<file path="src/rtl/cpu_pkg.sv">
// cpu_pkg: shared definitions for the pipeline stages.
//   - bus widths between EX/MS and MS/WS
//   - load-operation codes carried on the EX->MS bus
//   - memory-stage state encoding
//   - packed view of the EX->MS bus
package cpu_pkg;

    localparam int unsigned ES_MS_BUS_W = 75;
    localparam int unsigned MS_WS_BUS_W = 70;

    localparam logic [2:0] LD_W  = 3'd0;
    localparam logic [2:0] LD_B  = 3'd1;
    localparam logic [2:0] LD_H  = 3'd2;
    localparam logic [2:0] LD_BU = 3'd3;
    localparam logic [2:0] LD_HU = 3'd4;

    typedef enum logic [1:0] {
        MS_EMPTY = 2'd0,
        MS_WAIT  = 2'd1,
        MS_READY = 2'd2
    } ms_state_e;

    // First member is the MSB, matching {pc, gr_we, dest, alu_result,
    // res_from_mem, ld_op, mem_req}.
    typedef struct packed {
        logic [31:0] pc;
        logic        gr_we;
        logic [4:0]  dest;
        logic [31:0] alu_result;
        logic        res_from_mem;
        logic [2:0]  ld_op;
        logic        mem_req;
    } es_ms_bus_t;

endpackage

</file>
<file path="src/rtl/mem_stage_if.sv">
// mem_stage_if: pipeline handshake signals around the memory stage.
//   es_to_ms_valid / es_ms_bus / ms_allow_in : EX -> MS hand-off
//   ms_to_ws_valid / ms_ws_bus / ws_allow_in : MS -> WS hand-off
// slave  : the memory stage's view
// master : the surrounding pipeline's (or a bench's) view
interface mem_stage_if;
    import cpu_pkg::*;

    logic                   es_to_ms_valid;
    logic [ES_MS_BUS_W-1:0] es_ms_bus;
    logic                   ms_allow_in;
    logic                   ms_to_ws_valid;
    logic [MS_WS_BUS_W-1:0] ms_ws_bus;
    logic                   ws_allow_in;

    modport slave (
        input  es_to_ms_valid,
        input  es_ms_bus,
        input  ws_allow_in,
        output ms_allow_in,
        output ms_to_ws_valid,
        output ms_ws_bus
    );

    modport master (
        output es_to_ms_valid,
        output es_ms_bus,
        output ws_allow_in,
        input  ms_allow_in,
        input  ms_to_ws_valid,
        input  ms_ws_bus
    );

endinterface

</file>
<file path="src/rtl/mem_stage_load_align.sv">
// load_align: combinational load-data alignment and extension.
//   mem_word  in  32 : raw memory word
//   a         in  2  : byte offset within the word
//   ld_op     in  3  : load operation code (unknown codes act as ld.w)
//   load_data out 32 : aligned, sign-/zero-extended result
module load_align
    import cpu_pkg::*;
(
    input  logic [31:0] mem_word,
    input  logic [1:0]  a,
    input  logic [2:0]  ld_op,
    output logic [31:0] load_data
);

    logic [7:0]  byte_sel;
    logic [15:0] half_sel;

    always_comb begin
        byte_sel = mem_word[7:0];
        case (a)
            2'd0: byte_sel = mem_word[7:0];
            2'd1: byte_sel = mem_word[15:8];
            2'd2: byte_sel = mem_word[23:16];
            2'd3: byte_sel = mem_word[31:24];
            default: byte_sel = mem_word[7:0];
        endcase
        half_sel = a[1] ? mem_word[31:16] : mem_word[15:0];
    end

    always_comb begin
        load_data = mem_word;
        case (ld_op)
            LD_B:    load_data = {{24{byte_sel[7]}}, byte_sel};
            LD_BU:   load_data = {24'd0, byte_sel};
            LD_H:    load_data = {{16{half_sel[15]}}, half_sel};
            LD_HU:   load_data = {16'd0, half_sel};
            default: load_data = mem_word;
        endcase
    end

endmodule

</file>
<file path="src/rtl/mem_stage.sv">
// mem_stage: memory-access stage between execute and writeback.
//   clk, resetn        : clock, asynchronous active-low reset
//   pipe (slave)       : EX->MS and MS->WS valid/allow-in handshakes
//   data_sram_data_ok  : data-memory response strobe
//   data_sram_rdata    : read data, valid with data_ok
//   ms_dest_reg        : destination register while a writing op is held
//   ms_rf_fwd          : {fwd_valid, dest, final_result} for forwarding
module mem_stage
    import cpu_pkg::*;
(
    input  logic        clk,
    input  logic        resetn,
    mem_stage_if.slave  pipe,
    input  logic        data_sram_data_ok,
    input  logic [31:0] data_sram_rdata,
    output logic [4:0]  ms_dest_reg,
    output logic [37:0] ms_rf_fwd
);

    ms_state_e   state_q, state_d;
    es_ms_bus_t  bus_q, bus_d;
    logic        buf_valid_q, buf_valid_d;
    logic [31:0] data_buf_q, data_buf_d;

    logic        ms_valid;
    logic        ms_ready_go;
    logic        accept;
    logic        handoff;
    logic [31:0] mem_word;
    logic [31:0] load_data;
    logic [31:0] final_result;

    // State register
    always_ff @(posedge clk or negedge resetn) begin
        if (!resetn) begin
            state_q     <= MS_EMPTY;
            bus_q       <= '0;
            buf_valid_q <= 1'b0;
            data_buf_q  <= '0;
        end else begin
            state_q     <= state_d;
            bus_q       <= bus_d;
            buf_valid_q <= buf_valid_d;
            data_buf_q  <= data_buf_d;
        end
    end

    // Next-state logic. Later assignments take priority: a new instruction
    // overrides a hand-off, which overrides buffering a response.
    always_comb begin
        state_d     = state_q;
        bus_d       = bus_q;
        buf_valid_d = buf_valid_q;
        data_buf_d  = data_buf_q;

        // Response while writeback is stalled: keep the word for later.
        if (state_q == MS_WAIT && data_sram_data_ok && !pipe.ws_allow_in) begin
            state_d     = MS_READY;
            buf_valid_d = 1'b1;
            data_buf_d  = data_sram_rdata;
        end

        if (handoff) begin
            state_d     = MS_EMPTY;
            buf_valid_d = 1'b0;
        end

        if (accept) begin
            bus_d       = es_ms_bus_t'(pipe.es_ms_bus);
            buf_valid_d = 1'b0;
            state_d     = pipe.es_ms_bus[0] ? MS_WAIT : MS_READY;
        end
    end

    // Output / handshake logic
    always_comb begin
        ms_valid    = (state_q != MS_EMPTY);
        ms_ready_go = !bus_q.mem_req || data_sram_data_ok || buf_valid_q;

        pipe.ms_to_ws_valid = ms_valid && ms_ready_go;
        pipe.ms_allow_in    = !ms_valid || (ms_ready_go && pipe.ws_allow_in);

        accept  = pipe.es_to_ms_valid && pipe.ms_allow_in;
        handoff = pipe.ms_to_ws_valid && pipe.ws_allow_in;

        mem_word     = buf_valid_q ? data_buf_q : data_sram_rdata;
        final_result = bus_q.res_from_mem ? load_data : bus_q.alu_result;

        pipe.ms_ws_bus = {bus_q.pc, bus_q.gr_we, bus_q.dest, final_result};
        ms_dest_reg    = (ms_valid && bus_q.gr_we) ? bus_q.dest : 5'd0;
        ms_rf_fwd      = {ms_valid && bus_q.gr_we && ms_ready_go,
                          bus_q.dest, final_result};
    end

    load_align u_load_align (
        .mem_word  (mem_word),
        .a         (bus_q.alu_result[1:0]),
        .ld_op     (bus_q.ld_op),
        .load_data (load_data)
    );

endmodule

</file>
<file path="src/flat_wrapper.sv">
// flat-port wrapper written by rule: the top's interface ports become plain ports
module mem_stage_flat import cpu_pkg::*;
  (clk, resetn, data_sram_data_ok, data_sram_rdata, ms_dest_reg, ms_rf_fwd, pipe_es_to_ms_valid, pipe_es_ms_bus, pipe_ws_allow_in, pipe_ms_allow_in, pipe_ms_to_ws_valid, pipe_ms_ws_bus);
  mem_stage_if pipe_i ();
  input  logic clk;
  input  logic resetn;
  input  logic data_sram_data_ok;
  input  logic [31:0] data_sram_rdata;
  output logic [4:0] ms_dest_reg;
  output logic [37:0] ms_rf_fwd;
  input wire logic [$bits(pipe_i.es_to_ms_valid)-1:0] pipe_es_to_ms_valid;
  input wire logic [$bits(pipe_i.es_ms_bus)-1:0] pipe_es_ms_bus;
  input wire logic [$bits(pipe_i.ws_allow_in)-1:0] pipe_ws_allow_in;
  output wire logic [$bits(pipe_i.ms_allow_in)-1:0] pipe_ms_allow_in;
  output wire logic [$bits(pipe_i.ms_to_ws_valid)-1:0] pipe_ms_to_ws_valid;
  output wire logic [$bits(pipe_i.ms_ws_bus)-1:0] pipe_ms_ws_bus;
  assign pipe_i.es_to_ms_valid = pipe_es_to_ms_valid;
  assign pipe_i.es_ms_bus = pipe_es_ms_bus;
  assign pipe_i.ws_allow_in = pipe_ws_allow_in;
  assign pipe_ms_allow_in = pipe_i.ms_allow_in;
  assign pipe_ms_to_ws_valid = pipe_i.ms_to_ws_valid;
  assign pipe_ms_ws_bus = pipe_i.ms_ws_bus;
  mem_stage u_core (.clk(clk), .resetn(resetn), .pipe(pipe_i), .data_sram_data_ok(data_sram_data_ok), .data_sram_rdata(data_sram_rdata), .ms_dest_reg(ms_dest_reg), .ms_rf_fwd(ms_rf_fwd));
endmodule
</file>
<file path="config.mk">
export PLATFORM = sky130hd
export DESIGN_NAME = mem_stage_flat
export DESIGN_NICKNAME = d
export VERILOG_FILES = /design/src/rtl/cpu_pkg.sv /design/src/rtl/mem_stage_if.sv /design/src/rtl/mem_stage_load_align.sv /design/src/rtl/mem_stage.sv /design/src/flat_wrapper.sv
export SDC_FILE = /design/constraint.sdc
export NUM_CORES = 1
export LEC_CHECK = 0
export ABC_AREA = 0
export BUFFER_PORTS_ARGS = -buffer_cell sky130_fd_sc_hd__buf_2
export CAP_MARGIN = 0
export CORE_MARGIN = 1
export CORE_UTILIZATION = 40
export DETAILED_ROUTE_END_ITERATION = 7
export PLACE_DENSITY = 0.77
export SYNTH_ARGS = -nofsm -noshare
export SYNTH_HDL_FRONTEND = slang
export SYNTH_SLANG_ARGS = --single-unit
</file>
<file path="constraint.sdc">
create_clock -name clk -period 2.8 [get_ports clk]
set_input_delay 0.56 -clock clk [delete_from_list [all_inputs] [get_ports clk]]
set_output_delay 0.56 -clock clk [all_outputs]
set_load 0.01 [all_outputs]
</file>
==> results_dict.tcl, run 1 <==
set metrics [dict create \
    ys_seq_elements 110 \
    grt_pass1_vias 4701 \
    fin_skew_ps 8.28 \
    die_area_um2 16600 \
    drive_gt1_frac 0.625 \
    yosysUniqueCellTypes 51 \
    cts_hold_buffers 0 \
    synth_edf_count 0 \
    grt_max_degree 51 \
    relSlewSlack 0.576 \
    power_leakage_nw 3.65 \
    post_drt_via_cell_ratio 5.12 \
    grtUsageTotal 0.207 \
    worstMarginPinSlew_ps 636 \
    finalCritPeriodShare 1.01 \
    fmax_ghz 0.353 \
    fin_ws_ps -32.8 \
    n_fill_cell 1419 \
    htreeDepth 3 \
    crit_fanout 6 \
    nets 821 \
    multiInputGateArea_um2 3110 \
    firstDrtPassIters 5 \
    cts_root_buf "clkbuf_16" \
    gp_congestion 0.849 \
    hpwlAfterDp_um 12400 \
    grt-ovfl-total 0 \
    drv_cap 0 \
    cts_made_buffers 9 \
    ys_seq_area_frac 0.427 \
    wl_um 16800 \
    wl_per_cell_um 18.0 \
    final_cell_mix "buf_2, dfrtp_1, mux2_2" \
    grt_pass1_wl_um 25600 \
    synthesis.area_um2 6450 \
    n_antenna_cell 0 \
    drt_iter0_markers 256 \
    avgSynthCellArea_um2 11.7 \
    crit_path_end_kind "output port" \
    critPathKind "reg2out" \
    start_util 0.408 \
    power_density_nw_per_um2 835 \
    final_common_cell "buf_2" \
    drc_errors 0 \
    finalSetupTns_ps -510 \
    cts_tree "yes" \
    finalHoldViolCount 0 \
    outcome "finished, violations left" \
    core_region_area_um2 15800 \
    area_delta_synth_final_pct 22.4 \
    finalSetupViolCount 23 \
    syn_inst 553 \
    final-seq-area_um2 2760 \
    worst_setup_path_start_kind "flop" \
    rows 46 \
    die-height_um 129 \
    finalMaxSlewViolations 0 \
    syn_nets 665 \
    power_mw 6.59 \
    clk_pin_slew_worst_paths_ps 80 \
    ctsLongestPathBuffers 2 \
    insertion_delay_ps 370 \
    io_buffer_count 226 \
    ant_nets 0 \
    dieWidth_um 129 \
    synth_warnings 0 \
    antenna_found_initial 1 \
    via_count 4757 \
    clkSinkCount 110 \
    io_pins 227 \
    placed_cell_area_um2 7240 \
    stdcell_area_um2 7900 \
    critPathArrivalTime_ps 2270 \
    rsz0062_at_grt "true" \
    ir_worst_vdd_mv 0.383 \
    fin_crit_ps 2830 \
    violations "setup timing" \
    hp-class "in2async" \
    async_reset_ff_frac 1.00 \
    synth_ff_type "dfrtp_1" \
    required_ps 2240 \
]
critical path, stage by stage (launching register included):
cell and delay, ps:
dfrtp_2 450, mux4_2 540, a2bb2oi_2 190, a21oi_4 260
buf_6 170, a31oi_1 100, buf_2 180
final timing paths:
path	start	end	slack, ps	cells after the start
max in group asynchronous	resetn	u_core.ms_rf_fwd[36]	1850	2
max	u_core.buf_valid_q	ms_rf_fwd[20]	-30	6
min reg2reg	u_core.bus_q[26]	u_core.bus_q[26]	500	1
min in group clk	pipe_es_ms_bus[26]	u_core.bus_q[26]	400	2
min	resetn	u_core.pipe.ms_ws_bus[43]	220	1
max reg2reg	u_core.buf_valid_q	u_core.bus_q[34]	350	8
state kept, by name, indices dropped and copies added (netlist names):
| register | count |
|---|---|
| u_core.buf_valid_q | 1 |
| u_core.ms_rf_fwd | 5 |
| u_core.bus_q | 37 |
| u_core.state_q | 2 |
| u_core.pipe.ms_ws_bus | 33 |
| u_core.data_buf_q | 32 |
kinds of logic after synthesis:
| kind of cell | count (synthesis) | share of synthesized area |
|---|---|---|
| simple gates | 104 | 0.0780 |
| xor+xnor | 3 | 0.00407 |
| compound gates | 74 | 0.0828 |
| mux | 147 | 0.280 |
| buf+inv | 115 | 0.128 |
| flops | 110 | 0.427 |
cell usage after synthesis (4+ instances only):
cell type | n | area (um2)
a41oi_1 | 6 | 52.6
a21o_1 | 4 | 30.0
a221oi_1 | 4 | 35.0
buf_4 | 80 | 601
mux2_2 | 94 | 1060
nand2b_1 | 7 | 43.8
a31oi_1 | 28 | 175
o21ai_0 | 6 | 30.0
a22oi_1 | 6 | 45.0
nor2b_1 | 5 | 31.3
buf_2 | 9 | 45.0
or2_2 | 7 | 43.8
buf_12 | 4 | 80.1
clkbuf_1 | 13 | 48.8
inv_1 | 4 | 15.0
mux2_4 | 30 | 450
mux2i_1 | 10 | 100
o211ai_1 | 6 | 45.0
dfrtp_1 | 110 | 2750
nand3_1 | 5 | 25.0
nor2_1 | 37 | 139
and2_1 | 8 | 50.1
nand2_1 | 27 | 101
mux2_1 | 9 | 101
final cells by class:
class / instances / area share
Clock buffer: 10 / 0.0290
Clock inverter: 6 / 0.0119
Inverter: 7 / 0.00380
Multi-Input combinational cell: 328 / 0.394
Sequential cell: 110 / 0.349
Tap cell: 216 / 0.0342
Timing Repair Buffer: 253 / 0.178
where the power goes:
group	total (mW)	switching (mW)	internal [mW]
clock	1.41	0.617	0.793
sequential	2.37	0.315	2.06
combinational	2.81	1.45	1.36
per-stage QoR:
| stage | instances | hold WS, ps | utilization | setup WS, ps |
|---|---|---|---|---|
| 5_1_grt | 930 | 268 | 0.499 | -124 |
| 4_1_cts | 928 | 235 | 0.487 | -30.8 |
| 6_report | 930 | 215 | 0.499 | -32.8 |
| 3_5_place_dp | 905 | 483 | 0.458 | 133 |
| 3_3_place_gp | 905 | 476 | 0.458 | 147 |
| 2_1_floorplan | 553 | 264 | - | 280 |
layer usage:
layer / vias to the layer above / global-route usage / wire (um)
li1: 2203 / - / -
met4: 2 / 0.0913 / 471
met5: - / 0 / 15
met1: 2311 / 0.253 / 6840
met2: 207 / 0.340 / 8190
met3: 34 / 0.0574 / 1250
what timing repair did:
item / in CTS / in global routing
pin swaps: 3 / 6
gates cloned: 1 / 0
resized for setup: 20 / 33
setup endpoints to repair: 60 / 64
setup buffers: 6 / 2
endpoints found under the hold margin: 0 / 0
(Power assumes the default switching activity.)
==> run 2: changes to the inputs <==
--- a/constraint.sdc
+++ b/constraint.sdc
@@ -3,2 +3,2 @@
 set_output_delay 0.56 -clock clk [all_outputs]
-set_load 0.01 [all_outputs]
+set_load 0.05 [all_outputs]
==> run 2 against run 1 <==
The run still ends with setup timing left. Critical endpoint is now ms_rf_fwd[31]. Sequential share of layout area down 2.4 points. Non-clock buffer count down 1. Clock-buffer cell count up 1. Combinational power up 89%.
==> results_dict.tcl, run 2 (synthesized netlist as in run 1, its figures left out) <==
set metrics [dict create \
    dpl_worst_slack_ps 128 \
    die_area_um2 16600 \
    hpwlAfterDp_um 12800 \
    crit_path_end_kind "output port" \
    r2r_slack_ps 430 \
    finalHoldViolCount 0 \
    cts_root_buf "clkbuf_16" \
    critPathKind "reg2out" \
    power_leakage_nw 3.81 \
    relSlewSlack 0.630 \
    rr_endpoint "u_core.bus_q[7]" \
    insertion_delay_ps 350 \
    slowest_delay_ps 530 \
    final_cells 929 \
    crit_fanout 8 \
    htreeDepth 3 \
    wl_met3_um 1180 \
    outcome "finished, violations left" \
    cts_tree "yes" \
    drc_errors 0 \
    power_density_nw_per_um2 1060 \
    area_delta_synth_final_pct 31.4 \
    cts_made_buffers 9 \
    rows 46 \
    critical-path-slowest-cell "mux4_2" \
    finalSetupViolCount 34 \
    stdcell_area_um2 8480 \
    fmax_ghz 0.349 \
    path_cells "mux4_2 > a2bb2oi_2 > a21oi_2 > buf_6 > buf_12 > a31oi_1 > buf_4" \
    ir_worst_vdd_mv 0.541 \
    ant_nets 0 \
    drive_gt1_frac 0.639 \
    nets 820 \
    drt_iter0_markers 204 \
    start_util 0.408 \
    final_common_cell "buf_2" \
    final_cell_mix "buf_2, dfrtp_1, mux2_2" \
    wl_um 17800 \
    clkSinkCount 110 \
    worstMarginPinSlew_ps 555 \
    gp_congestion 0.880 \
    post_drt_via_cell_ratio 5.18 \
    place_inst 908 \
    die-height_um 129 \
    finalCritPeriodShare 1.02 \
    firstDrtPassIters 5 \
    clk_pin_slew_worst_paths_ps 70 \
    power_mw 8.97 \
    violations "setup timing" \
    core_region_area_um2 15800 \
    finalMaxSlewViolations 0 \
    grtUsageTotal 0.208 \
    cts_hold_buffers 0 \
    drv_cap 0 \
    io_buffer_count 226 \
    rr_worst_depth 7 \
    fin_ws_ps -65.2 \
    grt_pass1_vias 4723 \
    worst_setup_path_start_kind "flop" \
    wl_met1_um 7000 \
    fin_skew_ps 6.89 \
    via_count 4815 \
    grt_max_degree 57 \
    dr_wl_met2_um 9290 \
    hp-class "in2async" \
    dieWidth_um 129 \
    ctsLongestPathBuffers 2 \
    grt-ovfl-total 0 \
    highest_layer "met5" \
    antenna_found_initial 2 \
    wl_per_cell_um 19.2 \
    placed_cell_area_um2 7590 \
    finalSetupTns_ps -1500 \
    rsz0062_at_grt "true" \
    critPathArrivalTime_ps 2310 \
    r2r-start "u_core.buf_valid_q" \
    grt_pass1_wl_um 25600 \
    top_register "u_core.bus_q" \
    largest_reg_flops 37 \
    fin_crit_ps 2870 \
    io_pins 227 \
    required_ps 2240 \
]
[run 2: cell count changes in the layout (fill, tap and decap cells not counted), sizes merged]
cell | before | now
buf | 253 | 249
bufinv | 2 | 1
clkbuf | 10 | 14
clkinv | 2 | 4
clkinvlp | 2 | 1
diode | 0 | 1
inv | 7 | 5
[run 2: area by class of cell]
type / instances / area [um2]
Sequential cell: 110 / 2760
Inverter: 7 / 27.5
Clock inverter: 4 / 47.5
Fill cell: 1309 / 7350
Clock buffer: 11 / 243
Timing Repair Buffer: 252 / 1820
Multi-Input combinational cell: 328 / 3310
Tap cell: 216 / 270
Antenna cell: 1 / 2.50
[run 2: worst max-delay path by stage]
stage / to / slack [ps] / from
4_1_cts: pipe_ms_ws_bus[18] / -70 / u_core.buf_valid_q
3_5_place_dp: pipe_ms_ws_bus[18] / 130 / data_sram_rdata[31]
6_report: ms_rf_fwd[31] / -70 / u_core.buf_valid_q
5_1_grt: pipe_ms_ws_bus[31] / -140 / u_core.buf_valid_q
3_3_place_gp: ms_rf_fwd[18] / 160 / data_sram_rdata[15]
2_1_floorplan: pipe_ms_ws_bus[17] / -250 / u_core.bus_q[2]
[run 2: power breakdown]
group          leakage [nW]  internal [mW]  switching (mW)
Clock                 0.141          0.712           0.583
Combinational          2.37           1.88            3.42
Sequential             1.30           2.06           0.311
[run 2: per-layer routing]
layer / vias up / track usage
li1: 2198 / -
met1: 2383 / 0.242
met2: 212 / 0.372
met3: 20 / 0.0545
met4: 2 / 0.0657
met5: - / 0
[run 2: metrics by stage]
step	utilization	hold slack, ps
finish	0.536	176
global route	0.535	201
CTS	0.516	187
detailed placement	0.480	484
global placement	0.480	479
floorplan	-	264
[run 2: worst max-delay path, delay by kind of cell (launching register included)]
kind	cells	cell delay [ps]
DFF	1	450
buffers and inverters	3	530
AOI/OAI and AO/OA	3	440
muxes	1	530
[run 2: what timing repair did]
item                       4_1_cts  5_1_grt
hold endpoints to repair         0        0
gates resized for setup         91       64
setup endpoints to repair       62       64
cloned                           0        3
setup buffers                    1        1
pin swaps                        1        6
==> run 3: changes to the inputs <==
BUFFER_PORTS_ARGS = -buffer_cell sky130_fd_sc_hd__buf_4   (was -buffer_cell sky130_fd_sc_hd__buf_2)
==> run 3 against run 2 <==
Routed wire length rose by 1.0%. Critical endpoint is now pipe_ms_ws_bus[18]. Clock power about the same. The flow still finishes with violations (setup timing). Hold slack better by 8.9 ps. Largest cell class unchanged.
==> results_dict.tcl, run 3 (synthesized netlist as in run 1, its figures left out) <==
set metrics [dict create \
    gp_congestion 0.878 \
    worst_setup_path_start_kind "flop" \
    n_fill_cell 1291 \
    cts_tree "yes" \
    nets 813 \
    dpl_worst_slack_ps 109 \
    final-seq-area_um2 2760 \
    finalCritPeriodShare 1.03 \
    comb_power_share 0.595 \
    post_drt_via_cell_ratio 5.23 \
    dieWidth_um 129 \
    slowest_delay_ps 540 \
    cts_root_buf "clkbuf_16" \
    final_common_cell "buf_4" \
    fin_ws_ps -71.6 \
    final_cell_mix "buf_4, dfrtp_1, mux2_2" \
    finalSetupViolCount 34 \
    core_region_area_um2 15800 \
    rows 46 \
    clkSinkCount 110 \
    ctsLongestPathBuffers 2 \
    fin_crit_ps 2870 \
    critPathArrivalTime_ps 2310 \
    wl_um 18000 \
    ant_nets 0 \
    power_leakage_nw 3.89 \
    die_area_um2 16600 \
    grt-ovfl-total 0 \
    drt_iter0_markers 208 \
    rsz0062_at_grt "true" \
    path_cells "mux4_2 > a2bb2oi_2 > a21oi_2 > buf_12 > a31oi_1 > buf_4" \
    crit_fanout 16 \
    antenna_found_initial 1 \
    required_ps 2240 \
    fin_util 0.553 \
    clkPwrFrac 0.141 \
    die-height_um 129 \
    fin_skew_ps 6.94 \
    critical-path-slowest-cell "mux4_2" \
    hold-worst-slack_ps 185 \
    firstDrtPassIters 6 \
    grt_pass1_vias 5008 \
    relSlewSlack 0.631 \
    via_count 4825 \
    finalMaxSlewViolations 0 \
    hpwlAfterDp_um 13500 \
    r2r_slack_ps 430 \
    multiInputGateArea_um2 3280 \
    top_register "u_core.bus_q" \
    io_pins 227 \
    drv_cap 0 \
    drive_gt1_frac 0.636 \
    grtUsageTotal 0.219 \
    insertion_delay_ps 360 \
    cts_made_buffers 9 \
    crit_path_end_kind "output port" \
    cts_hold_buffers 0 \
    finalHoldViolCount 0 \
    grt_pass1_wl_um 27000 \
    start_util 0.408 \
    cp_top_family "multiplexers" \
    critPathBufInv 2 \
    intPower_mw 4.73 \
    ir_worst_vdd_mv 0.516 \
    seqPwrFrac 0.264 \
    critPathKind "reg2out" \
    area_delta_synth_final_pct 35.7 \
    fmax_ghz 0.348 \
    power_density_nw_per_um2 1030 \
    wl_per_cell_um 19.5 \
    switchingPower_mw 4.30 \
    grt_max_degree 74 \
    final_cells 922 \
    n_antenna_cell 0 \
    drc_errors 0 \
    clk_pin_slew_worst_paths_ps 70 \
    switching_share 0.476 \
    outcome "finished, violations left" \
    io_buffer_count 226 \
    htreeDepth 3 \
    worstMarginPinSlew_ps 553 \
    violations "setup timing" \
    place_inst 902 \
    largest_reg_flops 37 \
    power_mw 9.03 \
    hp-class "in2async" \
]
==> run 3: cell count changes in the layout (fill, tap and decap cells not counted), sizes merged <==
cell / delta
inv: +1
bufinv: -1
clkinv: -1
buf: -4
clkinvlp: +1
diode: -1
clkbuf: -2
==> run 3: power groups by stage <==
stage	clock network [mW]	registers (mW)	logic [mW]
2_1_floorplan	0	2.27	4.14
5_1_grt	1.38	2.44	5.61
3_5_place_dp	0	2.39	5.02
3_3_place_gp	0	2.35	4.94
4_1_cts	1.32	2.38	5.23
6_report	1.27	2.38	5.38
==> run 3: per-layer routing <==
metal  up-vias  part of all wire  track usage
li1       2180                 -            -
met1      2391              0.39        0.242
met2       223              0.52        0.393
met3        31             0.063       0.0474
met4         0             0.029        0.113
met5         -                 0            0
==> run 3: layout make-up <==
class                   instances  area share
multi-input cells             328       0.375
repair buffers                245       0.242
well taps                     216      0.0309
clock inverters                 4     0.00329
inverters                       7     0.00300
flip-flops and latches        110       0.315
clock buffers                  12      0.0304
==> run 3: what timing repair did <==
action | in CTS | in global routing
resized for setup | 49 | 35
endpoints found under the hold margin | 0 | 0
setup endpoints to repair | 64 | 62
setup buffers | 1 | 3
pin swaps | 0 | 2
==> run 3: metrics by stage <==
stage | cell area [um2] | setup TNS (ps)
after global routing | 8760 | -4650
after detailed placement | 8100 | 0
after CTS | 8580 | -1360
after floorplan | 6710 | -1390
final | 8760 | -872
after global placement | 8100 | 0
==> run 3: worst register-to-register path: cells and delay by family, from the launching register on <==
kind	cells	cell delay, ps
AOI/OAI and AO/OA	1	210
and+or+nand+nor	2	670
buffers and inverters	3	520
DFF	1	470
muxes	1	380
==> run 3: path summary, 6_finish.rpt <==
kind / from / to / cells past startpoint
worst max-delay path: u_core.buf_valid_q / pipe_ms_ws_bus[18] / 6
worst min-delay path: resetn / u_core.bus_q[31] / 1
worst max register to register: u_core.buf_valid_q / u_core.pipe.ms_ws_bus[54] / 7
worst min register to register: u_core.bus_q[32] / u_core.bus_q[32] / 1
max in group asynchronous: resetn / u_core.bus_q[3] / 2
min in group clk: pipe_es_ms_bus[32] / u_core.bus_q[32] / 2
